File: config.mk
export PLATFORM = sky130hd
export DESIGN_NAME = pipe_ctrl
export DESIGN_NICKNAME = d
export VERILOG_FILES = /design/src/rtl/pipe_ctrl.sv
export SDC_FILE = /design/constraint.sdc
export NUM_CORES = 1
export LEC_CHECK = 0
export ABC_AREA = 1
export BUFFER_PORTS_ARGS = -buffer_cell sky130_fd_sc_hd__buf_2
export CAP_MARGIN = 20
export CELL_PAD_IN_SITES_DETAIL_PLACEMENT = 1
export CELL_PAD_IN_SITES_GLOBAL_PLACEMENT = 1
export CORE_AREA = 2 2 83 85
export CTS_BUF_LIST = sky130_fd_sc_hd__clkbuf_4 sky130_fd_sc_hd__clkbuf_8 sky130_fd_sc_hd__clkbuf_16
export DETAILED_ROUTE_END_ITERATION = 16
export DIE_AREA = 0 0 85 87
export PLACE_DENSITY = 0.83
export SYNTH_ARGS = -nofsm -noshare
export SYNTH_HDL_FRONTEND = slang
export SYNTH_SLANG_ARGS = --single-unit
export TNS_END_PERCENT = 5
File: constraint.sdc
create_clock -name clk -period 1.97 [get_ports clk]
set_input_delay 0.394 -clock clk [delete_from_list [all_inputs] [get_ports clk]]
set_output_delay 0.394 -clock clk [all_outputs]
set_load 0.01 [all_outputs]
File: src/rtl/pipe_ctrl.sv
// Pipeline control for the 5-stage core: hold_flag generation, PC redirect on
// taken jumps, post-jump flush sequencing, stall watchdog and jump counter.
module pipe_ctrl #(
  parameter int unsigned FLUSH_EXTRA   = 1,
  parameter int unsigned STALL_TIMEOUT = 16,
  parameter int unsigned CNT_W         = 16
) (
  input  logic             clk,
  input  logic             rst,
  input  logic             jump_flag_i,
  input  logic [31:0]      jump_addr_i,
  input  logic             stall_req_id_i,
  input  logic             stall_req_ex_i,
  input  logic             stall_req_bus_i,
  output logic [2:0]       hold_flag_o,
  output logic             redirect_o,
  output logic [31:0]      redirect_addr_o,
  output logic             flushing_o,
  output logic             stall_timeout_o,
  output logic [CNT_W-1:0] jump_count_o
);

  localparam int unsigned FC_W = 4;
  localparam int unsigned SC_W = $clog2(STALL_TIMEOUT + 1);

  localparam logic [2:0] HOLD_NONE = 3'b000;
  localparam logic [2:0] HOLD_PC   = 3'b001;
  localparam logic [2:0] HOLD_IF   = 3'b010;
  localparam logic [2:0] HOLD_ID   = 3'b011;

  typedef enum logic [1:0] {
    S_RUN   = 2'b00,
    S_FLUSH = 2'b01
  } state_t;

  state_t            state;
  state_t            state_nxt;
  logic [FC_W-1:0]   flush_cnt;
  logic [SC_W-1:0]   stall_cnt;
  logic [SC_W-1:0]   stall_cnt_nxt;
  logic [CNT_W-1:0]  jump_count;
  logic              stall_timeout;
  logic              jump_acc;
  logic              any_stall;

  // A jump is only honoured from S_RUN; during a flush it belongs to a squashed instruction.
  assign jump_acc  = jump_flag_i && (state == S_RUN) && !rst;
  assign any_stall = stall_req_id_i || stall_req_ex_i || stall_req_bus_i;

  // State register
  always_ff @(posedge clk) begin
    if (rst) begin
      state <= S_RUN;
    end else begin
      state <= state_nxt;
    end
  end

  // Next-state logic
  always_comb begin
    state_nxt = state;
    case (state)
      S_RUN: begin
        if (jump_acc) begin
          state_nxt = S_FLUSH;
        end
      end
      S_FLUSH: begin
        if (flush_cnt <= FC_W'(1)) begin
          state_nxt = S_RUN;
        end
      end
      default: state_nxt = S_RUN;
    endcase
  end

  // Outputs: highest of stall level and jump/flush level; everything forced low in reset
  always_comb begin
    hold_flag_o     = HOLD_NONE;
    redirect_o      = 1'b0;
    redirect_addr_o = 32'h0;
    flushing_o      = 1'b0;
    stall_timeout_o = 1'b0;
    jump_count_o    = '0;
    if (!rst) begin
      if (stall_req_ex_i) begin
        hold_flag_o = HOLD_ID;
      end else if (stall_req_id_i) begin
        hold_flag_o = HOLD_IF;
      end else if (stall_req_bus_i) begin
        hold_flag_o = HOLD_PC;
      end
      case (state)
        S_RUN: begin
          if (jump_flag_i) begin
            redirect_o      = 1'b1;
            redirect_addr_o = jump_addr_i;
            hold_flag_o     = HOLD_ID;
          end
        end
        S_FLUSH: begin
          hold_flag_o = HOLD_ID;
          flushing_o  = 1'b1;
        end
        default: ;
      endcase
      stall_timeout_o = stall_timeout;
      jump_count_o    = jump_count;
    end
  end

  // Watchdog count saturates so the sticky flag cannot be missed by wraparound
  always_comb begin
    stall_cnt_nxt = '0;
    if (any_stall) begin
      if (stall_cnt == SC_W'(STALL_TIMEOUT)) begin
        stall_cnt_nxt = stall_cnt;
      end else begin
        stall_cnt_nxt = stall_cnt + SC_W'(1);
      end
    end
  end

  // Flush counter, stall watchdog and jump counter
  always_ff @(posedge clk) begin
    if (rst) begin
      flush_cnt     <= '0;
      stall_cnt     <= '0;
      jump_count    <= '0;
      stall_timeout <= 1'b0;
    end else begin
      if (jump_acc) begin
        flush_cnt <= FC_W'(FLUSH_EXTRA);
        if (jump_count != '1) begin
          jump_count <= jump_count + CNT_W'(1);
        end
      end else if ((state == S_FLUSH) && (flush_cnt != '0)) begin
        flush_cnt <= flush_cnt - FC_W'(1);
      end
      stall_cnt <= stall_cnt_nxt;
      if (stall_cnt_nxt == SC_W'(STALL_TIMEOUT)) begin
        stall_timeout <= 1'b1;
      end
    end
  end

endmodule

Word-level counts from Yosys, hierarchy flattened
Index checks and enable logic that the tools add are counted.
{"block": "totals", "regBits": 28}
{"block": "op_classes", "muxes": 23, "n_eq_ne": 6, "order_cmp": 1, "n_reduce_logical": 12, "addsub": 3}
{"operator": "$mux W32", "n": 3}
{"operator": "$add A16 B1 Y16 const B", "n": 1}
{"operator": "$mux W16", "n": 1}
{"operator": "$ne A16 B16 Y1 const B", "n": 1}
{"operator": "$eq A5 B5 Y1 const B", "n": 2}
{"operator": "$mux W5", "n": 2}
{"operator": "$mux W1", "n": 9}
{"operator": "$mux W2", "n": 4}
{"operator": "$mux W3", "n": 2}
{"operator": "$pmux W3 S2", "n": 1}
{"operator": "$add A5 B1 Y5 const B", "n": 1}
{"operator": "$le A4 B1 Y1 const B", "n": 1}
{"operator": "$ne A2 B2 Y1 const B", "n": 2}
{"operator": "$pmux W2 S2", "n": 1}
{"operator": "$reduce_and A2 Y1", "n": 2}
{"operator": "$reduce_bool A4 Y1", "n": 1}
{"operator": "$sub A4 B1 Y4 const B", "n": 1}
{"operator": "$logic_and A1 B1 Y1", "n": 3}
{"operator": "$eq A2 B1 Y1 const B", "n": 1}
{"operator": "$logic_not A2 Y1", "n": 1}
{"operator": "$logic_or A1 B1 Y1", "n": 2}
{"operator": "$reduce_bool A2 Y1", "n": 1}
{"operator": "$reduce_or A2 Y1", "n": 1}
{"operator": "$logic_not A1 Y1", "n": 1}

Depth between registers and ports, before layout
Gate-level depths: netlist of the first run.
{"block": "depth", "depth_word": 6, "ltp_mapped": 10, "ltp_nobuf": 10}

Least setup slack after synthesis of the first run
Ideal clock, no wire load.
{"block": "synth_timing", "path_kind": "in2out", "from": "input jump_flag_i", "to": "output redirect_addr_o[22]", "required_ns": 1.576, "arrival_time_ns": 1.197, "slack_ns": 0.379, "stages": 5, "path_cell_list": "inv_1 -> nor3_4 -> inv_2 -> clkbuf_1 -> nor2_1"}
{"block": "synth_via", "elab_chain_cells": 3}
{"item": "start: declaration", "line_no": "10", "text": "input logic jump_flag_i,"}
{"item": "$mux W32", "line_no": "95", "text": "if (jump_flag_i) begin"}
{"item": "$mux W32", "line_no": "93", "text": "case (state)"}
{"item": "$mux W32", "line_no": "85", "text": "if (!rst) begin"}
{"item": "end: declaration", "line_no": "17", "text": "output logic [31:0] redirect_addr_o,"}
Every way passes these cells.

Worst setup path in the final report of the first run
{"block": "layout_timing", "from": "register state[0]", "to": "output redirect_addr_o[0]"}
{"block": "layout_via", "elab_chain_cells": 3}
{"item": "start: declaration", "line_no": "36", "text": "state_t state;"}
{"item": "start signal: assignment", "line_no": "55", "text": "state <= state_nxt;"}
{"item": "$logic_not A2 Y1", "line_no": "93"}
{"item": "$mux W32", "line_no": "93"}
{"item": "$mux W32", "line_no": "85"}
Every way passes these cells.

==> flow_metrics.py, run 1 <==
metrics = {
    "power": {
        "report.power.total_mw": 1.15,
        "total_leakage_power_nw": 1.36,
        "peak_supply_drop_mv": 0.240,
        "cellPowerDensity_nw_per_um2": 462,
    },
    "clocking": {
        "clock_sink_count": 27,
        "clk_root_buffer_cell": "sky130_fd_sc_hd__clkbuf_8",
        "number_of_buffers_created_by_cts": 3,
        "depth_of_the_cts_h_tree": 1,
        "post_cts_buffers": 0,
        "clock_latency_ns": 0.29,
        "cts_max_path_buffers": 2,
        "tritoncts": "built",
        "cts_repair_resize_count": 0,
        "hold_buffers": 0,
        "clk_pin_slew_ns": 0.10,
    },
    "synth": {
        "synth_seq_cells": 27,
        "postSynthAreaPerCell_sq_um": 5.78,
        "netlist.area_leader.share_pct": 28.8,
        "seq_area_frac_synth_pct": 28.8,
        "cell_types_occupying_the_most_area_after_synthesis": "sky130_fd_sc_hd__dfxtp_1 (29%), sky130_fd_sc_hd__nor2_1 (16%), sky130_fd_sc_hd__nand2_1 (14%), sky130_fd_sc_hd__inv_1 (14%), sky130_fd_sc_hd__a21oi_1 (4.5%)",
        "syn_nets": 369,
        "mappedNetlistArea_sq_um": 1880,
        "synth_largest_area_cell": "sky130_fd_sc_hd__dfxtp_1",
        "warnings_from_yosys": 0,
        "postSynthCellCount": 325,
        "synth.distinct_cells": 24,
    },
    "worst_setup_path": {
        "setup.worst_path.end_class": "primary output",
        "cp-start-kind": "flop",
        "data_required_time_at_the_worst_endpoint_ns": 1.58,
        "timing.setup.critical_path_class": "reg2out",
        "arrival_ns": 1.45,
        "critical_path_peak_fanout": 34,
    },
    "route": {
        "drt.antenna.violating_nets": 0,
        "firstDrtPassIters": 4,
        "drt_drc_violations_left": 0,
        "first_iter_violations": 81,
        "via_per_inst": 4.51,
        "num_vias": 2231,
        "wl_per_cell_um": 11.4,
        "finalWirelength_mm": 5.66,
    },
    "timing": {
        "timing.final.max_slew_violations": 0,
        "max_slew_margin_vs_limit_pct": 62.3,
        "finalSetupViolations": 0,
        "hold-worst-slack_ns": 0.374,
        "fin_skew_ns": 0.00517,
        "postLayoutSetupSlackWorst_ns": 0.123,
        "layout_min_cycle_time_ns": 1.85,
        "fmax_ghz": 0.542,
        "hold_violations": 0,
        "rsz0062_at_grt": "no",
        "tightestPinTransition_ns": 0.564,
        "fin_tns_setup_ns": 0,
        "post-route-period-util_pct": 93.7,
    },
    "final_layout": {
        "finish.cell_count_without_fillers": 495,
        "nNetsFinal": 460,
        "layout-drive-gt1-share_pct": 25.8,
        "areaGrowthSynthToFinish_pct": 31.8,
        "layout.filler_cells": 896,
        "multi_input_comb_area_sq_um": 1030,
        "area.sequential_sq_um": 541,
        "final_util_pct": 37.7,
        "total_non_filler_cell_area_in_the_finished_layout_sq_um": 2480,
        "antenna-diode-count": 0,
    },
    "floorplanning": {
        "std_cell_rows": 30,
        "die_height_um": 87,
        "ioPinCount": 92,
        "design.core.area_sq_um": 6570,
        "start_util_pct": 28.6,
        "die_width_um": 85,
        "die-area_sq_um": 7400,
    },
    "placed_design": {
        "post_dp_hpwl_mm": 4.55,
        "finalWeightedCongestion": 0.767,
        "dp_worst_setup_slack_ns": 0.202,
        "port_buffers": 90,
        "place_inst": 491,
        "dpl-instance-area_sq_um": 2430,
    },
    "grt": {
        "grt_max_degree": 35,
        "track_usage_pct": 15.4,
        "number_of_global_route_vias_before_repair": 2223,
        "antenna_violations_before_repair": 0,
        "overflow": 0,
        "grt_first_pass_wirelength_mm": 9.51,
    },
    "min_path": {
        "min_path_type": "in2reg",
    },
    "job": {
        "max-cap-violations": 0,
    },
    "status": {
        "result_of_the_run": "complete, no violations",
    },
}
[cell usage after synthesis]
| library cell | count |
|---|---|
| sky130_fd_sc_hd__a21oi_1 | 17 |
| sky130_fd_sc_hd__a21oi_2 | 2 |
| sky130_fd_sc_hd__a31oi_1 | 1 |
| sky130_fd_sc_hd__buf_4 | 2 |
| sky130_fd_sc_hd__buf_6 | 1 |
| sky130_fd_sc_hd__clkbuf_1 | 6 |
| sky130_fd_sc_hd__conb_1 | 1 |
| sky130_fd_sc_hd__dfxtp_1 | 27 |
| sky130_fd_sc_hd__ha_1 | 6 |
| sky130_fd_sc_hd__inv_1 | 68 |
| sky130_fd_sc_hd__inv_2 | 1 |
| sky130_fd_sc_hd__nand2_1 | 72 |
| sky130_fd_sc_hd__nand2_2 | 1 |
| sky130_fd_sc_hd__nand3_1 | 14 |
| sky130_fd_sc_hd__nand4_1 | 4 |
| sky130_fd_sc_hd__nor2_1 | 79 |
| sky130_fd_sc_hd__nor2_2 | 1 |
| sky130_fd_sc_hd__nor2_4 | 1 |
| sky130_fd_sc_hd__nor3_4 | 1 |
| sky130_fd_sc_hd__o21ai_0 | 9 |
| sky130_fd_sc_hd__o21ai_2 | 1 |
| sky130_fd_sc_hd__o41ai_1 | 1 |
| sky130_fd_sc_hd__xnor2_1 | 2 |
| sky130_fd_sc_hd__xor2_1 | 7 |
[routing by layer]
metal  GRT usage (%)  share of wire [%]  vias to the layer above  routed length, um
met5               0                  0                        -                  0
met4            4.76                1.2                        0                 67
met3            3.03                6.5                        5                369
met2            28.1                 48                       77               2740
met1            18.3                 44                     1007               2490
li1                -                  -                     1142                  -
[cell type report]
cell class | count | share of cell area (%)
Inverter | 69 | 10.5
Sequential cell | 27 | 21.8
Tap cell | 80 | 4.04
Clock inverter | 1 | 0.202
Timing Repair Buffer | 95 | 20.2
Clock buffer | 3 | 1.67
Multi-Input combinational cell | 220 | 41.6
[power breakdown]
group | switching [mW] | internal [mW]
clock network | 0.194 | 0.143
registers | 0.0137 | 0.561
logic | 0.140 | 0.0945
total | 0.348 | 0.798
[registers in the layout, indices dropped and copies added, names as in the netlist]
signal         count
state              1
stall_timeout      1
stall_cnt          5
jump_count        16
flush_cnt          4
[placed cells by master (no fill, tap or decap), drive strengths merged]
cell type  count
o41ai          1
clkinv         1
a31oi          1
nand4          4
buf           95
xor2           7
xnor2          2
inv           69
nand3         14
ha             6
nand2         73
dfxtp         27
clkbuf         3
o21ai         10
nor3           1
nor2          81
conb           1
a21oi         19
[critical path: stages (launching register included)]
cell,delay [ns]
sky130_fd_sc_hd__dfxtp_1,0.41
sky130_fd_sc_hd__nor3_4,0.07
sky130_fd_sc_hd__inv_2,0.42
sky130_fd_sc_hd__nor2_1,0.09
sky130_fd_sc_hd__buf_2,0.16
[kinds of logic (layout without fill, tap and decap cells)]
family / count (synthesis) / count (layout) / share of synthesized area [%]
XOR/XNOR: 9 / 9 / 4.19
other: 1 / 1 / 0.200
flip-flops: 27 / 27 / 28.8
AO/OA/AOI/OAI: 31 / 31 / 9.12
AND/OR/NAND/NOR: 173 / 173 / 37.4
adder cells (fa/ha/maj): 6 / 6 / 3.99
buffers and inverters: 78 / 168 / 16.4
[path summary, 6_finish.rpt]
check | start | to | slack [ns] | depth (start not counted)
min reg2reg | stall_timeout | stall_timeout | 0.46 | 2
max reg2reg | jump_count[1] | jump_count[7] | 0.34 | 8
max | state[0] | redirect_addr_o[0] | 0.12 | 4
min | rst | flush_cnt[0] | 0.37 | 2
No activity file was read; power rests on OpenSTA's default activity.
==> run 2, diff against run 1 <==
Settings changed: ABC_AREA 1 to default, CORE_AREA 2 2 83 85 to 2 2 79 81, DIE_AREA 0 0 85 87 to 0 0 81 83, PLACE_DENSITY 0.83 to 0.82.
==> run 2 against run 1 <==
  * Via count down 12%
  * Routed wire length down 5.8%
  * Synthesized area down 5.7%
  * Critical path depth unchanged
  * Critical path type unchanged
==> flow_metrics.py, run 2 <==
metrics = {
    "synth": {
        "synthFlopType": "sky130_fd_sc_hd__dfxtp_1",
        "cell_types_occupying_the_most_area_after_synthesis": "sky130_fd_sc_hd__dfxtp_1 (30%), sky130_fd_sc_hd__and2_1 (12%), sky130_fd_sc_hd__nor2b_1 (4.9%), sky130_fd_sc_hd__ha_1 (4.2%), sky130_fd_sc_hd__nor2_1 (3.8%)",
        "warnings_from_yosys": 0,
        "synth_seq_cells": 27,
        "asr_flop_ratio_synth_pct": 0,
        "yosys.cell_count.top_type": "sky130_fd_sc_hd__and2_1",
        "syn_nets": 268,
        "synth.distinct_cells": 43,
        "postSynthCellCount": 224,
        "netlist.area_leader.share_pct": 30.5,
        "synth_largest_area_cell": "sky130_fd_sc_hd__dfxtp_1",
        "mappedNetlistArea_sq_um": 1770,
        "most_numerous_cell_types_in_the_synthesized_netlist": "sky130_fd_sc_hd__and2_1 (34), sky130_fd_sc_hd__dfxtp_1 (27), sky130_fd_sc_hd__nor2_1 (18)",
        "postSynthAreaPerCell_sq_um": 7.91,
        "synth_enable_flop_cells": 0,
        "seq_area_frac_synth_pct": 30.5,
    },
    "floorplanning": {
        "start_util_pct": 30.5,
        "std_cell_rows": 28,
        "die-area_sq_um": 6720,
        "die_height_um": 83,
        "ioPinCount": 92,
        "design.core.area_sq_um": 5820,
        "die_width_um": 81,
    },
    "placed_design": {
        "finalWeightedCongestion": 0.760,
        "port_buffers": 90,
        "post_dp_hpwl_mm": 4.19,
    },
    "final_layout": {
        "antenna-diode-count": 0,
        "areaGrowthSynthToFinish_pct": 37.4,
        "nNetsFinal": 366,
        "number_of_flip_flops_under_the_largest_register_name": 16,
        "layout-drive-gt1-share_pct": 37.7,
        "regMostFlops": "jump_count",
        "layout.cells.most_common": "sky130_fd_sc_hd__buf_2",
        "biggestRegsByFlops": "jump_count x16, stall_cnt x5, flush_cnt x4",
        "layout_common_cells": "sky130_fd_sc_hd__buf_2 (90), sky130_fd_sc_hd__and2_1 (34), sky130_fd_sc_hd__dfxtp_1 (26)",
    },
    "clocking": {
        "cts_max_path_buffers": 2,
        "number_of_buffers_created_by_cts": 3,
        "depth_of_the_cts_h_tree": 1,
        "clock_sink_count": 27,
        "tritoncts": "built",
        "clock_latency_ns": 0.29,
        "clk_pin_slew_ns": 0.11,
        "hold_buffers": 0,
        "clk_root_buffer_cell": "sky130_fd_sc_hd__clkbuf_8",
    },
    "status": {
        "result_of_the_run": "complete, no violations",
    },
    "power": {
        "cellPowerDensity_nw_per_um2": 491,
        "report.power.total_mw": 1.20,
        "peak_supply_drop_mv": 0.292,
        "total_leakage_power_nw": 1.17,
    },
    "timing": {
        "fin_tns_setup_ns": 0,
        "rsz0062_at_grt": "no",
        "post-route-period-util_pct": 92.9,
        "timing.final.max_slew_violations": 0,
        "hold_violations": 0,
        "finalSetupViolations": 0,
        "fmax_ghz": 0.546,
        "fin_skew_ns": 0.0109,
        "layout_min_cycle_time_ns": 1.83,
    },
    "route": {
        "drt.antenna.violating_nets": 0,
        "firstDrtPassIters": 4,
        "via_per_inst": 4.96,
        "first_iter_violations": 54,
        "drt_drc_violations_left": 0,
        "num_vias": 1964,
        "finalWirelength_mm": 5.33,
        "wl_per_cell_um": 13.5,
    },
    "grt": {
        "overflow": 0,
        "number_of_global_route_vias_before_repair": 2001,
        "track_usage_pct": 15.8,
        "grt_max_degree": 39,
        "antenna_violations_before_repair": 0,
        "grt_first_pass_wirelength_mm": 8.76,
    },
    "worst_setup_path": {
        "timing.setup.critical_path_class": "reg2out",
        "cp-start-kind": "flop",
        "arrival_ns": 1.44,
        "critical_path_peak_fanout": 25,
        "data_required_time_at_the_worst_endpoint_ns": 1.58,
        "setup.worst_path.end_class": "primary output",
    },
    "min_path": {
        "min_path_type": "reg2reg",
    },
    "job": {
        "max-cap-violations": 0,
    },
}
-- run 2: per-stage QoR --
stage | hold slack (ns) | utilization [%] | instances | cell area, sq um | worst slack [ns]
after CTS | 0.515 | 41.7 | 395 | 2430 | 0.00235
after floorplan | 0.445 | - | 224 | 1770 | 0.138
after global placement | 0.473 | 40.7 | 391 | 2370 | 0.197
final | 0.507 | 41.9 | 396 | 2440 | 0.140
after global routing | 0.552 | 41.9 | 396 | 2440 | 0.0346
after detailed placement | 0.482 | 40.7 | 391 | 2370 | 0.155
-- run 2: final timing paths --
path	from	to	slack, ns	depth (start not counted)
max	state[0]	redirect_addr_o[5]	0.14	4
min	jump_count[13]	jump_count[13]	0.51	2
max reg2reg	flush_cnt[0]	flush_cnt[1]	0.23	5
min reg2reg	jump_count[13]	jump_count[13]	0.51	2
-- run 2: cells by family (layout without fill, tap and decap cells) --
group / Yosys count / count (layout) / synth area share (%)
simple gates: 129 / 129 / 43.0
compound gates: 30 / 30 / 11.8
flops: 27 / 27 / 30.5
buf+inv: 21 / 118 / 4.73
fa+ha+maj: 6 / 6 / 4.23
xor+xnor: 6 / 6 / 2.96
mux: 4 / 4 / 2.54
other cells: 1 / 1 / 0.212
-- run 2: layout make-up --
cell class	instances	area, sq um
timing repair buffer	104	559
clock buffer	3	41.3
sequential	27	542
fill	767	3380
clock inverter	1	7.51
inverter	10	37.5
multi-input combinational	176	1150
tap	75	93.8
-- run 2: critical path: stages, from the launching register on --
cell and delay [ns]:
sky130_fd_sc_hd__dfxtp_2 0.39, sky130_fd_sc_hd__nor3b_4 0.25, sky130_fd_sc_hd__buf_6 0.22, sky130_fd_sc_hd__and2_1 0.15
sky130_fd_sc_hd__buf_2 0.13
-- run 2: metal layers --
layer	wire length [um]	vias to the layer above	GRT usage [%]
met5	0	-	0
met1	2330	907	19.1
met3	285	6	2.50
li1	-	984	-
met2	2650	67	28.5
met4	69	0	4.31
-- run 2: repair_timing --
| action | CTS | global route |
|---|---|---|
| resized for setup | 2 | 1 |
| setup buffers | 0 | 1 |
| cloned | 0 | 0 |
| pin swaps | 0 | 1 |
| endpoints found under the setup margin | 24 | 25 |
-- run 2: power by group --
part	leakage [nW]	total [mW]	switching (mW)	internal, mW
combinational	0.925	0.265	0.135	0.130
sequential	0.219	0.588	0.0226	0.566
clock	0.0217	0.343	0.199	0.144
